===== src/rtl/dec_cmd_parser_if.sv =====
// Character-in / command-out bus of the decimal command parser.
interface dec_cmd_parser_if #(
  parameter int unsigned MAX_DIGITS = 3,
  parameter int unsigned VALUE_W    = 10
);
  logic [3:0]         i_Dec;
  logic               i_Valid;
  logic [VALUE_W-1:0] o_Value;
  logic               o_Dir;
  logic               o_Cmd_Valid;
  logic               o_Err;
  logic               o_Busy;

  // Character source side
  modport master (
    output i_Dec, i_Valid,
    input  o_Value, o_Dir, o_Cmd_Valid, o_Err, o_Busy
  );

  // Parser side
  modport slave (
    input  i_Dec, i_Valid,
    output o_Value, o_Dir, o_Cmd_Valid, o_Err, o_Busy
  );
endinterface


===== src/rtl/dec_cmd_parser.sv =====
// Parses a stream of decoded characters into signed-direction decimal commands:
// optional sign, 1..MAX_DIGITS digits, optional trailing spaces, ENTER.
module dec_cmd_parser #(
  parameter int unsigned MAX_DIGITS = 3,
  parameter int unsigned VALUE_W    = 10
) (
  input logic            i_Clk,
  input logic            i_Rst,
  dec_cmd_parser_if.slave bus
);

  localparam int unsigned CNT_W = $clog2(MAX_DIGITS + 1);
  localparam int unsigned ACC_W = VALUE_W + 4;

  localparam logic [3:0] C_SPACE = 4'd10;
  localparam logic [3:0] C_ENTER = 4'd11;
  localparam logic [3:0] C_FWD   = 4'd12;
  localparam logic [3:0] C_BACK  = 4'd13;

  typedef enum logic [2:0] {
    S_IDLE,
    S_SIGN,
    S_DIGITS,
    S_TRAIL,
    S_ERROR
  } state_e;

  state_e             state_q,     state_d;
  logic [VALUE_W-1:0] acc_q,       acc_d;
  logic [CNT_W-1:0]   cnt_q,       cnt_d;
  logic               dir_q,       dir_d;
  logic [VALUE_W-1:0] value_q,     value_d;
  logic               vdir_q,      vdir_d;
  logic               cmd_valid_q, cmd_valid_d;
  logic               err_q,       err_d;
  logic               busy_q,      busy_d;

  logic is_digit;
  assign is_digit = (bus.i_Dec <= 4'd9);

  // Next-state, accumulator and output-pulse logic
  always_comb begin
    state_d     = state_q;
    acc_d       = acc_q;
    cnt_d       = cnt_q;
    dir_d       = dir_q;
    value_d     = value_q;
    vdir_d      = vdir_q;
    cmd_valid_d = 1'b0;
    err_d       = 1'b0;

    if (bus.i_Valid) begin
      unique case (state_q)
        S_IDLE: begin
          if (is_digit) begin
            dir_d   = 1'b0;
            acc_d   = VALUE_W'(bus.i_Dec);
            cnt_d   = CNT_W'(1);
            state_d = S_DIGITS;
          end else if (bus.i_Dec == C_FWD) begin
            dir_d   = 1'b0;
            state_d = S_SIGN;
          end else if (bus.i_Dec == C_BACK) begin
            dir_d   = 1'b1;
            state_d = S_SIGN;
          end else if (bus.i_Dec != C_SPACE && bus.i_Dec != C_ENTER) begin
            state_d = S_ERROR;
          end
        end

        S_SIGN: begin
          if (is_digit) begin
            acc_d   = VALUE_W'(bus.i_Dec);
            cnt_d   = CNT_W'(1);
            state_d = S_DIGITS;
          end else if (bus.i_Dec == C_ENTER) begin
            err_d   = 1'b1;
            state_d = S_IDLE;
          end else if (bus.i_Dec != C_SPACE) begin
            state_d = S_ERROR;
          end
        end

        S_DIGITS: begin
          if (is_digit) begin
            if (cnt_q < CNT_W'(MAX_DIGITS)) begin
              // Widened product; the digit-count check keeps it within VALUE_W
              acc_d = VALUE_W'(ACC_W'(acc_q) * ACC_W'(4'd10) + ACC_W'(bus.i_Dec));
              cnt_d = cnt_q + CNT_W'(1);
            end else begin
              state_d = S_ERROR;
            end
          end else if (bus.i_Dec == C_SPACE) begin
            state_d = S_TRAIL;
          end else if (bus.i_Dec == C_ENTER) begin
            value_d     = acc_q;
            vdir_d      = dir_q;
            cmd_valid_d = 1'b1;
            state_d     = S_IDLE;
          end else begin
            state_d = S_ERROR;
          end
        end

        S_TRAIL: begin
          if (bus.i_Dec == C_ENTER) begin
            value_d     = acc_q;
            vdir_d      = dir_q;
            cmd_valid_d = 1'b1;
            state_d     = S_IDLE;
          end else if (bus.i_Dec != C_SPACE) begin
            state_d = S_ERROR;
          end
        end

        S_ERROR: begin
          if (bus.i_Dec == C_ENTER) begin
            err_d   = 1'b1;
            state_d = S_IDLE;
          end
        end

        default: state_d = S_IDLE;
      endcase
    end

    busy_d = (state_d != S_IDLE);
  end

  // State and output registers with synchronous reset
  always_ff @(posedge i_Clk) begin
    if (i_Rst) begin
      state_q     <= S_IDLE;
      acc_q       <= '0;
      cnt_q       <= '0;
      dir_q       <= 1'b0;
      value_q     <= '0;
      vdir_q      <= 1'b0;
      cmd_valid_q <= 1'b0;
      err_q       <= 1'b0;
      busy_q      <= 1'b0;
    end else begin
      state_q     <= state_d;
      acc_q       <= acc_d;
      cnt_q       <= cnt_d;
      dir_q       <= dir_d;
      value_q     <= value_d;
      vdir_q      <= vdir_d;
      cmd_valid_q <= cmd_valid_d;
      err_q       <= err_d;
      busy_q      <= busy_d;
    end
  end

  assign bus.o_Value     = value_q;
  assign bus.o_Dir       = vdir_q;
  assign bus.o_Cmd_Valid = cmd_valid_q;
  assign bus.o_Err       = err_q;
  assign bus.o_Busy      = busy_q;

endmodule

===== src/flat_wrapper.sv =====
// flat-port wrapper written by rule: the top's interface ports become plain ports
module dec_cmd_parser_flat 
#(
  parameter int unsigned MAX_DIGITS = 3,
  parameter int unsigned VALUE_W    = 10
)
  (i_Clk, i_Rst, bus_i_Dec, bus_i_Valid, bus_o_Value, bus_o_Dir, bus_o_Cmd_Valid, bus_o_Err, bus_o_Busy);
  dec_cmd_parser_if #(.MAX_DIGITS(MAX_DIGITS), .VALUE_W(VALUE_W)) bus_i ();
  input logic i_Clk;
  input logic i_Rst;
  input wire logic [$bits(bus_i.i_Dec)-1:0] bus_i_Dec;
  input wire logic [$bits(bus_i.i_Valid)-1:0] bus_i_Valid;
  output wire logic [$bits(bus_i.o_Value)-1:0] bus_o_Value;
  output wire logic [$bits(bus_i.o_Dir)-1:0] bus_o_Dir;
  output wire logic [$bits(bus_i.o_Cmd_Valid)-1:0] bus_o_Cmd_Valid;
  output wire logic [$bits(bus_i.o_Err)-1:0] bus_o_Err;
  output wire logic [$bits(bus_i.o_Busy)-1:0] bus_o_Busy;
  assign bus_i.i_Dec = bus_i_Dec;
  assign bus_i.i_Valid = bus_i_Valid;
  assign bus_o_Value = bus_i.o_Value;
  assign bus_o_Dir = bus_i.o_Dir;
  assign bus_o_Cmd_Valid = bus_i.o_Cmd_Valid;
  assign bus_o_Err = bus_i.o_Err;
  assign bus_o_Busy = bus_i.o_Busy;
  dec_cmd_parser #(.MAX_DIGITS(MAX_DIGITS), .VALUE_W(VALUE_W)) u_core (.i_Clk(i_Clk), .i_Rst(i_Rst), .bus(bus_i));
endmodule

===== config.mk =====
export PLATFORM = sky130hd
export DESIGN_NAME = dec_cmd_parser_flat
export DESIGN_NICKNAME = d
export VERILOG_FILES = /design/src/rtl/dec_cmd_parser_if.sv /design/src/rtl/dec_cmd_parser.sv /design/src/flat_wrapper.sv
export SDC_FILE = /design/constraint.sdc
export NUM_CORES = 1
export LEC_CHECK = 0
export BUFFER_PORTS_ARGS = -buffer_cell sky130_fd_sc_hd__clkbuf_2
export CAP_MARGIN = 0
export CORE_ASPECT_RATIO = 0.8
export CORE_MARGIN = 2
export CORE_UTILIZATION = 34
export CTS_BUF_LIST = sky130_fd_sc_hd__clkbuf_4 sky130_fd_sc_hd__clkbuf_8
export DETAILED_ROUTE_END_ITERATION = 12
export PLACE_DENSITY = 0.48
export SYNTH_ARGS = -nofsm -noshare
export SYNTH_HDL_FRONTEND = slang
export SYNTH_SLANG_ARGS = --single-unit
export TNS_END_PERCENT = 10

===== constraint.sdc =====
create_clock -name i_Clk -period 4.9 [get_ports i_Clk]
set_input_delay 0.49 -clock i_Clk [delete_from_list [all_inputs] [get_ports i_Clk]]
set_output_delay 0.49 -clock i_Clk [all_outputs]
set_load 0.005 [all_outputs]

==> results.yml <==
status:
  status: "finished clean"
synth:
  synth_top_area_share_pct: 34.8
  yosys.area.top_type: "dfxtp_1"
  avgSynthCellArea_um2: 8.76
  synth_area_leaders: "dfxtp_1 (35%), ha_1 (11%), nor2_1 (7.4%)"
  synth_nets: 221
  synthDistinctLibCells: 46
  ys_ff_latch: 30
  synth_warnings: 0
  synth_ff_type: "dfxtp_1"
  async_reset_ff_share_pct: 0
  synth_area_um2: 1730
  synth-edff-count: 0
  netlist_instances: 197
  synth-seq-area-share_pct: 34.8
route:
  wl_um: 3720
  viasPerCell: 5.09
  postRouteAntennaNets: 0
  drt_iter0_drc: 69
  route.detailed.drc: 0
  dr.pass1.iters: 4
  dr_total_vias: 1414
  wire_per_inst_um: 13.4
floorplan:
  core_area_um2: 4950
  initial_core_util_pct: 34.9
  num_rows: 23
  dieArea_um2: 5660
  dieWidth_um: 83.6
  dieHeight_um: 67.7
  io_pins: 21
final_layout:
  syn2layout_area_growth_pct: 13.3
  fillCellCount: 501
  regArea_um2: 601
  multi_input_area_um2: 1060
  antenna_cells: 0
  final_common_cell: "nor2_1"
  fin_area_um2: 1960
  layout-drive-gt1-share_pct: 15.3
  final_cell_mix: "nor2_1 (34), dfxtp_1 (30), clkbuf_2 (20), nand2_1 (17), ha_1 (15)"
  nNetsFinal: 239
  fin_cells: 278
global_route:
  gr-usage-met2_pct: 19.9
  grt_pass1_vias: 1222
  grtUsageMet1_pct: 21.1
  antenna_found_initial: 0
  grt_use_met3_pct: 4.03
  grt_pass1_wl_um: 6310
  grt_use_total_pct: 14.4
  grt_overflow: 0
  top_usage_layer: "met1"
  grt_max_degree: 31
cts:
  cts_tree: "yes"
  cts_sinks: 30
  cts-root-buf: "clkbuf_8"
  clk_path_buf_depth: 2
  cts_buffers: 5
  clkLatencyLatePin_ns: 0.28
  cts-resized-gates: 0
  clk_pin_slew_worst_paths_ns: 0.07
  htree_levels: 2
  cts_setup_buffers: 0
  hold_buffers: 0
worst_setup_path:
  end_kind: "register"
  start_kind: "register"
  cp_max_fo: 4
  cp.required_ns: 5.13
  worstSetupPathType: "reg2reg"
  arrival_ns: 3.05
sta:
  drv_slew: 0
  period_share_pct: 57.6
  setup_slack_ns: 2.08
  setup_viol: 0
  slew-limit-headroom_pct: 51.1
  final.min_clock_period_ns: 2.82
  finalHoldViolCount: 0
  skew_ns: 0.00587
  worst_pin_slew_ns: 0.734
  maxClockFrequency_mhz: 354
  setup_tns_ns: 0
  rsz0062_at_grt: "no"
power:
  vdd_drop_max_mv: 0.127
  p_leak_nw: 0.925
  finalPower_mw: 0.545
  powerDensity_nw_per_um2: 279
placement:
  port_buffers: 20
  post-place-ws_ns: 2.13
  placed_area_um2: 1860
  dpl.hpwl_um: 2750
  placed_cells: 270
  gp_congestion: 0.808
hold_path:
  hold_path_class: "reg2reg"
job:
  drv_cap: 0
cell families after synthesis:
group	synth area share, %
xor+xnor	6.82
simple gates	18.1
compound gates	17.3
flops	34.8
buf+inv	3.99
mux	5.80
fa+ha+maj	13.2
metrics by stage:
stage          utilization (%)  hold slack (ns)
6_report                  39.5            0.461
5_1_grt                   39.5            0.496
4_1_cts                   39.5            0.468
3_5_place_dp              37.6            0.456
3_3_place_gp              37.6            0.448
2_1_floorplan                -            0.436
routing by layer:
layer	share of wire (%)	vias up	wire length (um)
met5	0	-	0
met4	1.1	0	42
met3	5.5	5	203
met2	37	37	1390
met1	56	641	2080
li1	-	731	-
path summary, 6_finish.rpt:
check	start	to	slack (ns)	cells after the start
worst max-delay path	u_core.acc_q[3]	u_core.acc_q[9]	2.08	9
worst min-delay path	u_core.cnt_q[1]	u_core.cnt_q[1]	0.46	2
worst min register to register	u_core.cnt_q[1]	u_core.cnt_q[1]	0.46	2
worst max register to register	u_core.acc_q[3]	u_core.acc_q[9]	2.08	9
flip-flops by register name, indices dropped and copies added (netlist names):
register / cells
u_core.acc_q: 10
u_core.bus.o_Value: 10
u_core.state_q: 3
u_core.cnt_q: 2
u_core.bus.o_Busy: 1
u_core.bus.o_Cmd_Valid: 1
u_core.bus.o_Dir: 1
u_core.bus.o_Err: 1
u_core.dir_q: 1
report_power, final:
part | switching [mW] | total, mW | leakage (nW) | internal (mW)
combinational | 0.0471 | 0.0772 | 0.635 | 0.0301
sequential | 0.00813 | 0.259 | 0.243 | 0.250
clock | 0.0968 | 0.210 | 0.0472 | 0.113
total | 0.152 | 0.545 | 0.925 | 0.393
critical path: stages (launching register included):
cell and delay, ns:
dfxtp_1 0.39, ha_1 0.26, ha_1 0.24, fa_1 0.43, a211oi_1 0.40, o22ai_1 0.14, and4bb_1 0.29, xnor3_1 0.39
nor3_2 0.11, o21a_1 0.12
cell type report:
type	instances	area share (%)
clock buffers	6	4.22
flip-flops and latches	30	30.7
multi-input cells	151	54.0
well taps	62	3.97
repair buffers	20	5.12
clock inverters	2	0.640
inverters	7	1.34
cell usage after synthesis, types with 2 or more instances:
master    instances
nor2_1           34
dfxtp_1          30
nand2_1          17
ha_1             15
mux2i_1          10
a21oi_1           9
clkbuf_1          7
inv_1             7
xnor2_1           7
nand3_1           5
a22oi_1           4
o21ai_0           4
o21ai_1           4
a211oi_1          3
o21bai_1          3
a311oi_1          2
a31oi_1           2
fa_1              2
o21a_1            2
o22ai_1           2
o41ai_1           2
xor2_1            2
Note: power is estimated with default switching activity, not from simulation.
